==> src/rtl/weight_loader.sv <==
// Streams one MATRIX_WIDTH-row weight tile from the weight buffer to the MMU weight-load port.
// It absorbs the buffer read latency and zero-pads short tiles to MATRIX_WIDTH rows.
module weight_loader #(
  parameter int MATRIX_WIDTH = 14,
  parameter int READ_LATENCY = 3,
  parameter int ADDR_WIDTH   = 8,
  parameter int ROWS_W       = $clog2(MATRIX_WIDTH + 1),
  parameter int ROW_W        = $clog2(MATRIX_WIDTH)
) (
  input  logic                           clk,
  input  logic                           rst,
  input  logic                           enable,
  input  logic                           instr_valid,
  output logic                           instr_ready,
  input  logic [ADDR_WIDTH-1:0]          instr_addr,
  input  logic [ROWS_W-1:0]              instr_rows,
  input  logic                           instr_signed,
  output logic [ADDR_WIDTH-1:0]          buf_addr,
  output logic                           buf_en,
  input  logic [MATRIX_WIDTH-1:0][7:0]   buf_data,
  output logic                           weight_valid,
  output logic [MATRIX_WIDTH-1:0][7:0]   weight_data,
  output logic [ROW_W-1:0]               weight_row,
  output logic                           weight_signed,
  output logic                           weight_last,
  output logic                           busy,
  output logic                           done
);

  typedef enum logic [1:0] {IDLE, FETCH, DRAIN, PAD} state_t;

  state_t                         state_reg;
  logic                           ready_reg;
  logic                           buf_en_reg;
  logic [ADDR_WIDTH-1:0]          addr_reg;
  logic [ROWS_W-1:0]              rows_reg;
  logic [ROWS_W-1:0]              fetch_cnt_reg;
  logic [ROWS_W-1:0]              out_cnt_reg;
  logic                           signed_reg;
  logic [READ_LATENCY-1:0]        inflight_reg;
  logic                           valid_reg;
  logic [MATRIX_WIDTH-1:0][7:0]   data_reg;
  logic [ROW_W-1:0]               row_reg;
  logic                           last_reg;
  logic                           done_reg;

  logic              accept;
  logic              capture;
  logic              pad_emit;
  logic [ROWS_W-1:0] rows_eff;

  assign rows_eff = (instr_rows > ROWS_W'(MATRIX_WIDTH)) ? ROWS_W'(MATRIX_WIDTH) : instr_rows;
  assign instr_ready = ready_reg && (state_reg == IDLE);
  assign accept      = instr_valid && instr_ready && enable;
  assign capture     = inflight_reg[READ_LATENCY-1];
  assign pad_emit    = (state_reg == PAD) && (out_cnt_reg != ROWS_W'(MATRIX_WIDTH));

  // The buffer RAM register updates on en1 regardless of its pipeline enable, so reads must stop during a stall.
  assign buf_en        = buf_en_reg && enable;
  assign buf_addr      = addr_reg;
  assign busy          = (state_reg != IDLE);
  assign weight_valid  = valid_reg;
  assign weight_data   = data_reg;
  assign weight_row    = row_reg;
  assign weight_signed = signed_reg;
  assign weight_last   = last_reg;
  assign done          = done_reg;

  always_ff @(posedge clk or negedge rst) begin
    if (!rst) begin
      state_reg     <= IDLE;
      ready_reg     <= 1'b0;
      buf_en_reg    <= 1'b0;
      addr_reg      <= '0;
      rows_reg      <= '0;
      fetch_cnt_reg <= '0;
      out_cnt_reg   <= '0;
      signed_reg    <= 1'b0;
      inflight_reg  <= '0;
      valid_reg     <= 1'b0;
      data_reg      <= '0;
      row_reg       <= '0;
      last_reg      <= 1'b0;
      done_reg      <= 1'b0;
    end else begin
      ready_reg <= 1'b1;
      if (enable) begin
        inflight_reg <= {inflight_reg[READ_LATENCY-2:0], buf_en_reg};
        valid_reg    <= 1'b0;
        data_reg     <= '0;
        row_reg      <= '0;
        last_reg     <= 1'b0;
        done_reg     <= 1'b0;

        // Fetched rows and pad rows share one output counter, keeping row indices contiguous.
        if (capture || pad_emit) begin
          valid_reg   <= 1'b1;
          data_reg    <= capture ? buf_data : '0;
          row_reg     <= out_cnt_reg[ROW_W-1:0];
          last_reg    <= (out_cnt_reg == ROWS_W'(MATRIX_WIDTH - 1));
          out_cnt_reg <= out_cnt_reg + ROWS_W'(1);
        end

        case (state_reg)
          IDLE: begin
            if (accept) begin
              addr_reg      <= instr_addr;
              rows_reg      <= rows_eff;
              signed_reg    <= instr_signed;
              out_cnt_reg   <= '0;
              fetch_cnt_reg <= ROWS_W'(1);
              if (rows_eff == '0) begin
                state_reg <= PAD;
              end else begin
                state_reg  <= FETCH;
                buf_en_reg <= 1'b1;
              end
            end
          end
          FETCH: begin
            if (fetch_cnt_reg == rows_reg) begin
              buf_en_reg <= 1'b0;
              state_reg  <= DRAIN;
            end else begin
              addr_reg      <= addr_reg + ADDR_WIDTH'(1);
              fetch_cnt_reg <= fetch_cnt_reg + ROWS_W'(1);
            end
          end
          DRAIN: begin
            if (capture && (out_cnt_reg == rows_reg - ROWS_W'(1))) begin
              state_reg <= PAD;
            end
          end
          PAD: begin
            if (last_reg) begin
              state_reg <= IDLE;
              done_reg  <= 1'b1;
            end
          end
          default: state_reg <= IDLE;
        endcase
      end
    end
  end

endmodule

==> config.mk <==
export PLATFORM = sky130hd
export DESIGN_NAME = weight_loader
export DESIGN_NICKNAME = d
export VERILOG_FILES = /design/src/rtl/weight_loader.sv
export SDC_FILE = /design/constraint.sdc
export NUM_CORES = 1
export LEC_CHECK = 0
export CAP_MARGIN = 10
export CORE_MARGIN = 2
export CORE_UTILIZATION = 44
export CTS_CLUSTER_DIAMETER = 60
export CTS_CLUSTER_SIZE = 10
export DETAILED_ROUTE_END_ITERATION = 12
export PLACE_DENSITY = 0.81
export SYNTH_ARGS = -nofsm -noshare
export SYNTH_HDL_FRONTEND = slang
export SYNTH_SLANG_ARGS = --single-unit
==> constraint.sdc <==
create_clock -name clk -period 1.95 [get_ports clk]
set_input_delay 0.39 -clock clk [delete_from_list [all_inputs] [get_ports clk]]
set_output_delay 0.39 -clock clk [all_outputs]
set_load 0.005 [all_outputs]
==> impl_metrics.tcl, run 1 <==
set metrics [dict create \
    status "completed" \
    clockBufferDepth 2 \
    area_delta_synth_final_pct 54.4 \
    grt_pass1_vias 5609 \
    crit_slowest_cell "dfrtp_1" \
    finalMaxSlewViolations 0 \
    gr-total-overflow 0 \
    cts_tree "done" \
    final_nets 1098 \
    synthAdderAreaFrac 0.0231 \
    antenna_cells 0 \
    syn-cell-area_sq_um 6490 \
    cp.required_ns 2.25 \
    critPathMaxFanout 5 \
    worstSetupStartpointType "register" \
    ant_nets 0 \
    final_cell_area_sq_um 10000 \
    via_per_inst 4.95 \
    yosysTopAreaCellShare 0.567 \
    core_area_sq_um 14500 \
    crit_type "register to register" \
    layout-drive-gt1-share 0.0753 \
    min_period_ns 1.82 \
    yosys.area_share.xor_xnor 0.0197 \
    synth.distinct_cells 41 \
    dieWidth_um 125 \
    tns_ns 0 \
    ys.flop_type "dfrtp_1" \
    cap_violations 0 \
    synth-compound-area-share 0.129 \
    clk_latency_ns 0.41 \
    grt_pass1_wl_mm 29.5 \
    yosysTopAreaCell "dfrtp_1" \
    vias 5708 \
    r2r_cells 8 \
    synth_top_cells_by_area "dfrtp_1 (57%), o21ai_0 (9.7%), nand3_1 (9.1%)" \
    cts.sinks 147 \
    syn_inst 694 \
    path_clk_slew_ns 0.06 \
    pwr_density_cell_nw_per_um2 1250 \
    min-delay-path-class "input port to register" \
    rows 44 \
    r2r-end "fetch_cnt_reg[2]" \
    seq_area_frac_synth 0.567 \
    synth.mux.area_fraction 0.0177 \
    place_area_sq_um 9360 \
    synth-simple-area-share 0.138 \
    startpoint "state_reg[1]" \
    initial_core_util 0.448 \
    wire_per_inst_um 15.8 \
    die_y_um 125 \
    syn_nets 835 \
    grt_max_degree 97 \
    final.period_utilization 0.935 \
    drc_errors 0 \
    antenna_found_initial 0 \
    async_reset_ff_frac 1.00 \
    h-tree-depth 4 \
    regToRegStartpoint "state_reg[1]" \
    setup_slack_ns 0.126 \
    final_core_util 0.692 \
    rsz0062_at_grt "no" \
    fin_cells 1154 \
    yosysMostFrequentCell "dfrtp_1" \
    dp_cells 1116 \
    cts_buffers 17 \
    whs_endpoint "weight_signed" \
    hold_viol 0 \
    hold_path_depth 4 \
    largest_reg_flops 112 \
    worst_clock_skew_ns 0.00839 \
    end_kind "register" \
    fmax_mhz 548 \
    critPathArrivalTime_ns 2.12 \
    synth_edf_count 0 \
    synth_commonest_cells "dfrtp_1 (147), inv_1 (126), o21ai_0 (126)" \
    hp-start "enable" \
    die_area_sq_um 15700 \
    hpwl_mm 12.9 \
    ys_ff_latch 147 \
    finalSetupViolations 0 \
    synth.avg_cell_area_sq_um 9.35 \
    critPathMaxStageDelay_ns 0.40 \
    place_congestion 0.789 \
    drtIter0Drc 376 \
    dp_slack_ns 0.0470 \
    drt_pass1_iterations 6 \
    cp_cell_sequence "inv_2, buf_4, ha_1, nor2b_1, o21a_1, o211ai_1, xnor2_1, and2_1" \
    pin_count 260 \
    yosysWarnings 0 \
    leakage_nw 4.49 \
    synth_top_family_by_area "simple AND/OR/NAND/NOR gates" \
    peakVddDrop_v 0.000817 \
    port_buffers 259 \
    root_buffer "clkbuf_16" \
    grt_usage 0.235 \
    drt-total-wl_mm 18.3 \
    r2r_slack_ns 0.13 \
]
-- per-layer routing --
| metal | share of wire | GRT usage | wire (um) |
|---|---|---|---|
| met5 | 0 | 0 | 0 |
| met4 | 0.013 | 0.0601 | 240 |
| met3 | 0.060 | 0.0680 | 1100 |
| met2 | 0.50 | 0.394 | 9090 |
| met1 | 0.43 | 0.299 | 7830 |
-- cell usage in the layout, fill, tap and decap left out, types with 2 or more instances in the layout --
| cell | instances |
|---|---|
| nand2_1 | 30 |
| xor2_1 | 4 |
| and2_1 | 3 |
| a21oi_1 | 10 |
| clkinvlp_4 | 5 |
| o22ai_1 | 7 |
| buf_12 | 5 |
| ha_1 | 11 |
| nor3_1 | 2 |
| clkdlybuf4s50_1 | 255 |
| buf_4 | 24 |
| mux2_2 | 4 |
| and3_1 | 6 |
| a21o_1 | 2 |
| o21ai_0 | 126 |
| xnor2_1 | 8 |
| a22oi_1 | 3 |
| and4_1 | 3 |
| nand4_1 | 4 |
| nor2_1 | 10 |
| buf_6 | 2 |
| nand3_1 | 118 |
| dfrtp_1 | 146 |
| mux2i_1 | 7 |
| inv_6 | 2 |
| bufinv_16 | 3 |
| inv_2 | 2 |
| clkbuf_16 | 17 |
| inv_1 | 124 |
| clkbuf_1 | 2 |
| clkinv_2 | 2 |
-- how the worst max path moves through the flow --
stage                            end  slack (ns)
finish              fetch_cnt_reg[2]        0.13
floorplan                buf_addr[7]        0.28
global placement    fetch_cnt_reg[2]         0.1
CTS                             busy       0.007
detailed placement  fetch_cnt_reg[2]        0.05
global route             buf_addr[5]        0.02
-- cells by family after synthesis --
group                      count (synthesis)
AOI/OAI and AO/OA                        157
xor gates and xnor gates                  13
adders and majority gates                 12
buffers and inverters                    172
DFF                                      147
muxes                                     11
other                                      1
and+or+nand+nor                          181
-- what timing repair did --
action | 4_1_cts | 5_1_grt
buffers inserted | 5 | 0
pin swaps | 1 | 0
hold buffers | 1 | 0
endpoints found under the setup margin | 2 | 1
resized for setup | 6 | 1
gates cloned | 0 | 0
hold endpoints to repair | 42 | 0
-- worst max-delay path, delay by kind of cell, from the launching register on --
kind,cells,cell delay (ns)
and+or+nand+nor,2,0.34
xor gates and xnor gates,1,0.14
DFF,1,0.40
adders and majority gates,1,0.16
buffers and inverters,2,0.23
AOI/OAI and AO/OA,2,0.44
-- metrics by stage --
step                      hold WS (ns)  total power, mW
final                            0.423             12.5
after global routing             0.431             13.3
after CTS                        0.406             12.6
after detailed placement         0.371             9.08
after global placement           0.371             8.92
after floorplan                 0.0944             6.56
-- where the power goes --
part	switching (mW)	total (mW)	internal, mW
combinational	2.07	4.59	2.53
clock	1.27	3.32	2.05
sequential	0.646	4.56	3.92
-- cell type report --
class | instances | area [sq um]
Inverter | 127 | 477
Multi-Input combinational cell | 375 | 2140
Tap cell | 184 | 230
Timing Repair Buffer | 289 | 2890
Clock inverter | 12 | 155
Fill cell | 1107 | 4460
Clock buffer | 20 | 447
Sequential cell | 147 | 3680
Note: power is estimated with default switching activity, not from simulation.
==> inputs of run 2 (changes only) <==
--- a/config.mk
+++ b/config.mk
@@ -7,11 +7,10 @@
 export LEC_CHECK = 0
 export CAP_MARGIN = 10
 export CORE_MARGIN = 2
-export CORE_UTILIZATION = 44
+export CORE_UTILIZATION = 25
 export CTS_CLUSTER_DIAMETER = 60
-export CTS_CLUSTER_SIZE = 10
 export DETAILED_ROUTE_END_ITERATION = 12
-export PLACE_DENSITY = 0.81
+export SLEW_MARGIN = 15
 export SYNTH_ARGS = -nofsm -noshare
 export SYNTH_HDL_FRONTEND = slang
 export SYNTH_SLANG_ARGS = --single-unit
==> impl_metrics.tcl, run 2 (synthesized netlist as in run 1, its figures left out) <==
set metrics [dict create \
    total_power_mw 12.6 \
    path_clk_slew_ns 0.07 \
    grt_max_degree 107 \
    antenna_found_initial 1 \
    cp.required_ns 1.56 \
    clockBufferDepth 2 \
    gr-total-overflow 0 \
    wire_per_inst_um 14.7 \
    dieWidth_um 165 \
    worstSetupStartpointType "register" \
    rows 58 \
    root_buffer "clkbuf_16" \
    drt-total-wl_mm 19.1 \
    h-tree-depth 4 \
    cts.sinks 147 \
    grt_usage 0.137 \
    end_kind "primary output" \
    crit_slowest_cell "clkdlybuf4s50_1" \
    antenna_cells 0 \
    crit_type "register to primary output" \
    pin_count 260 \
    drt_pass1_iterations 4 \
    largest_reg_flops 112 \
    worst_clock_skew_ns 0.00877 \
    finalSetupViolations 0 \
    mostFrequentLayoutCell "clkdlybuf4s50_1" \
    hpwl_mm 13.5 \
    grt_pass1_wl_mm 29.2 \
    final_nets 1098 \
    pwr_density_cell_nw_per_um2 1230 \
    finalMaxSlewViolations 0 \
    critPathMaxFanout 3 \
    cts_tree "done" \
    hold_ws_ns 0.310 \
    port_buffers 259 \
    vias 5682 \
    layout-drive-gt1-share 0.0784 \
    min_period_ns 1.87 \
    ant_nets 0 \
    critPathMaxStageDelay_ns 0.49 \
    final_cell_mix "clkdlybuf4s50_1 (255), dfrtp_1 (146), o21ai_0 (126)" \
    cap_violations 0 \
    clk_latency_ns 0.42 \
    final.period_utilization 0.957 \
    leakage_nw 4.51 \
    min-delay-path-class "input port to register" \
    cp_cell_sequence "and2_4, clkdlybuf4s50_1" \
    via_per_inst 4.37 \
    initial_core_util 0.256 \
    drc_errors 0 \
    fmax_mhz 536 \
    drtIter0Drc 292 \
    grt_pass1_vias 5599 \
    critPathArrivalTime_ns 1.48 \
    status "completed" \
    die_area_sq_um 27300 \
    area_delta_synth_final_pct 57.5 \
    hold_viol 0 \
    core_area_sq_um 25300 \
    die_y_um 165 \
    cts_buffers 17 \
    place_congestion 0.782 \
    peakVddDrop_v 0.000430 \
]
run 2: cell types whose count changed in the layout (fill, tap and decap cells not counted), sizes merged:
cell,before,now
dlygate4sd2,1,2
clkinvlp,5,3
inv,128,132
clkinv,3,4
dlymetal6s2s,1,0
clkbuf,20,17
run 2: worst max-delay path: cells and delay by family, from the launching register on:
family,cells,cell delay (ns)
and+or+nand+nor,1,0.16
DFF,1,0.41
buffers and inverters,1,0.49
run 2: worst paths after layout:
check	cells after the start	slack (ns)	endpoint	start
max in group asynchronous	3	0.87	weight_data[79]	rst
min	2	0.31	weight_data[91]	enable
min reg2reg	2	0.48	weight_signed	weight_signed
min in group asynchronous	2	0.48	weight_data[71]	rst
max reg2reg	8	0.17	out_cnt_reg[3]	state_reg[0]
max	2	0.08	buf_en	buf_en_reg
run 2: timing repair:
item | in CTS | in global routing
gates resized for setup | 6 | 2
setup endpoints to repair | 2 | 2
setup buffers | 3 | 0
endpoints found under the hold margin | 38 | 0
hold buffers | 1 | 0
run 2: layout make-up:
cell class                 count  area [sq um]
fill                        2545         15100
sequential                   147          3680
timing repair buffer         289          2880
multi-input combinational    375          2150
inverter                     127           477
clock buffer                  17           425
tap                          330           413
clock inverter                15           195
run 2: per-layer routing:
layer  global-route usage  share of wire  vias up
met1                0.168           0.44     2677
met5                    0        0.00068        -
li1                     -              -     2810
met2                0.233           0.47      171
met4               0.0451          0.019        2
met3               0.0400          0.069       22
run 2: power by group:
part	total, mW	internal (mW)	leakage, nW	switching, mW
registers	4.50	3.91	1.81	0.589
clock network	3.47	2.05	0.296	1.41
logic	4.65	2.55	2.40	2.10
total	12.6	8.52	4.51	4.10
run 2: stage by stage:
stage	area (sq um)	cells	setup WS [ns]	utilization	TNS (ns)
6_report	10200	1300	0.0836	0.404	0
5_1_grt	10200	1300	-0.00407	0.404	-0.00407
4_1_cts	10200	1300	0.0553	0.403	0
3_5_place_dp	9550	1264	0.0192	0.377	0
3_3_place_gp	9550	1264	0.0479	0.377	0
2_1_floorplan	6490	694	0.280	-	0
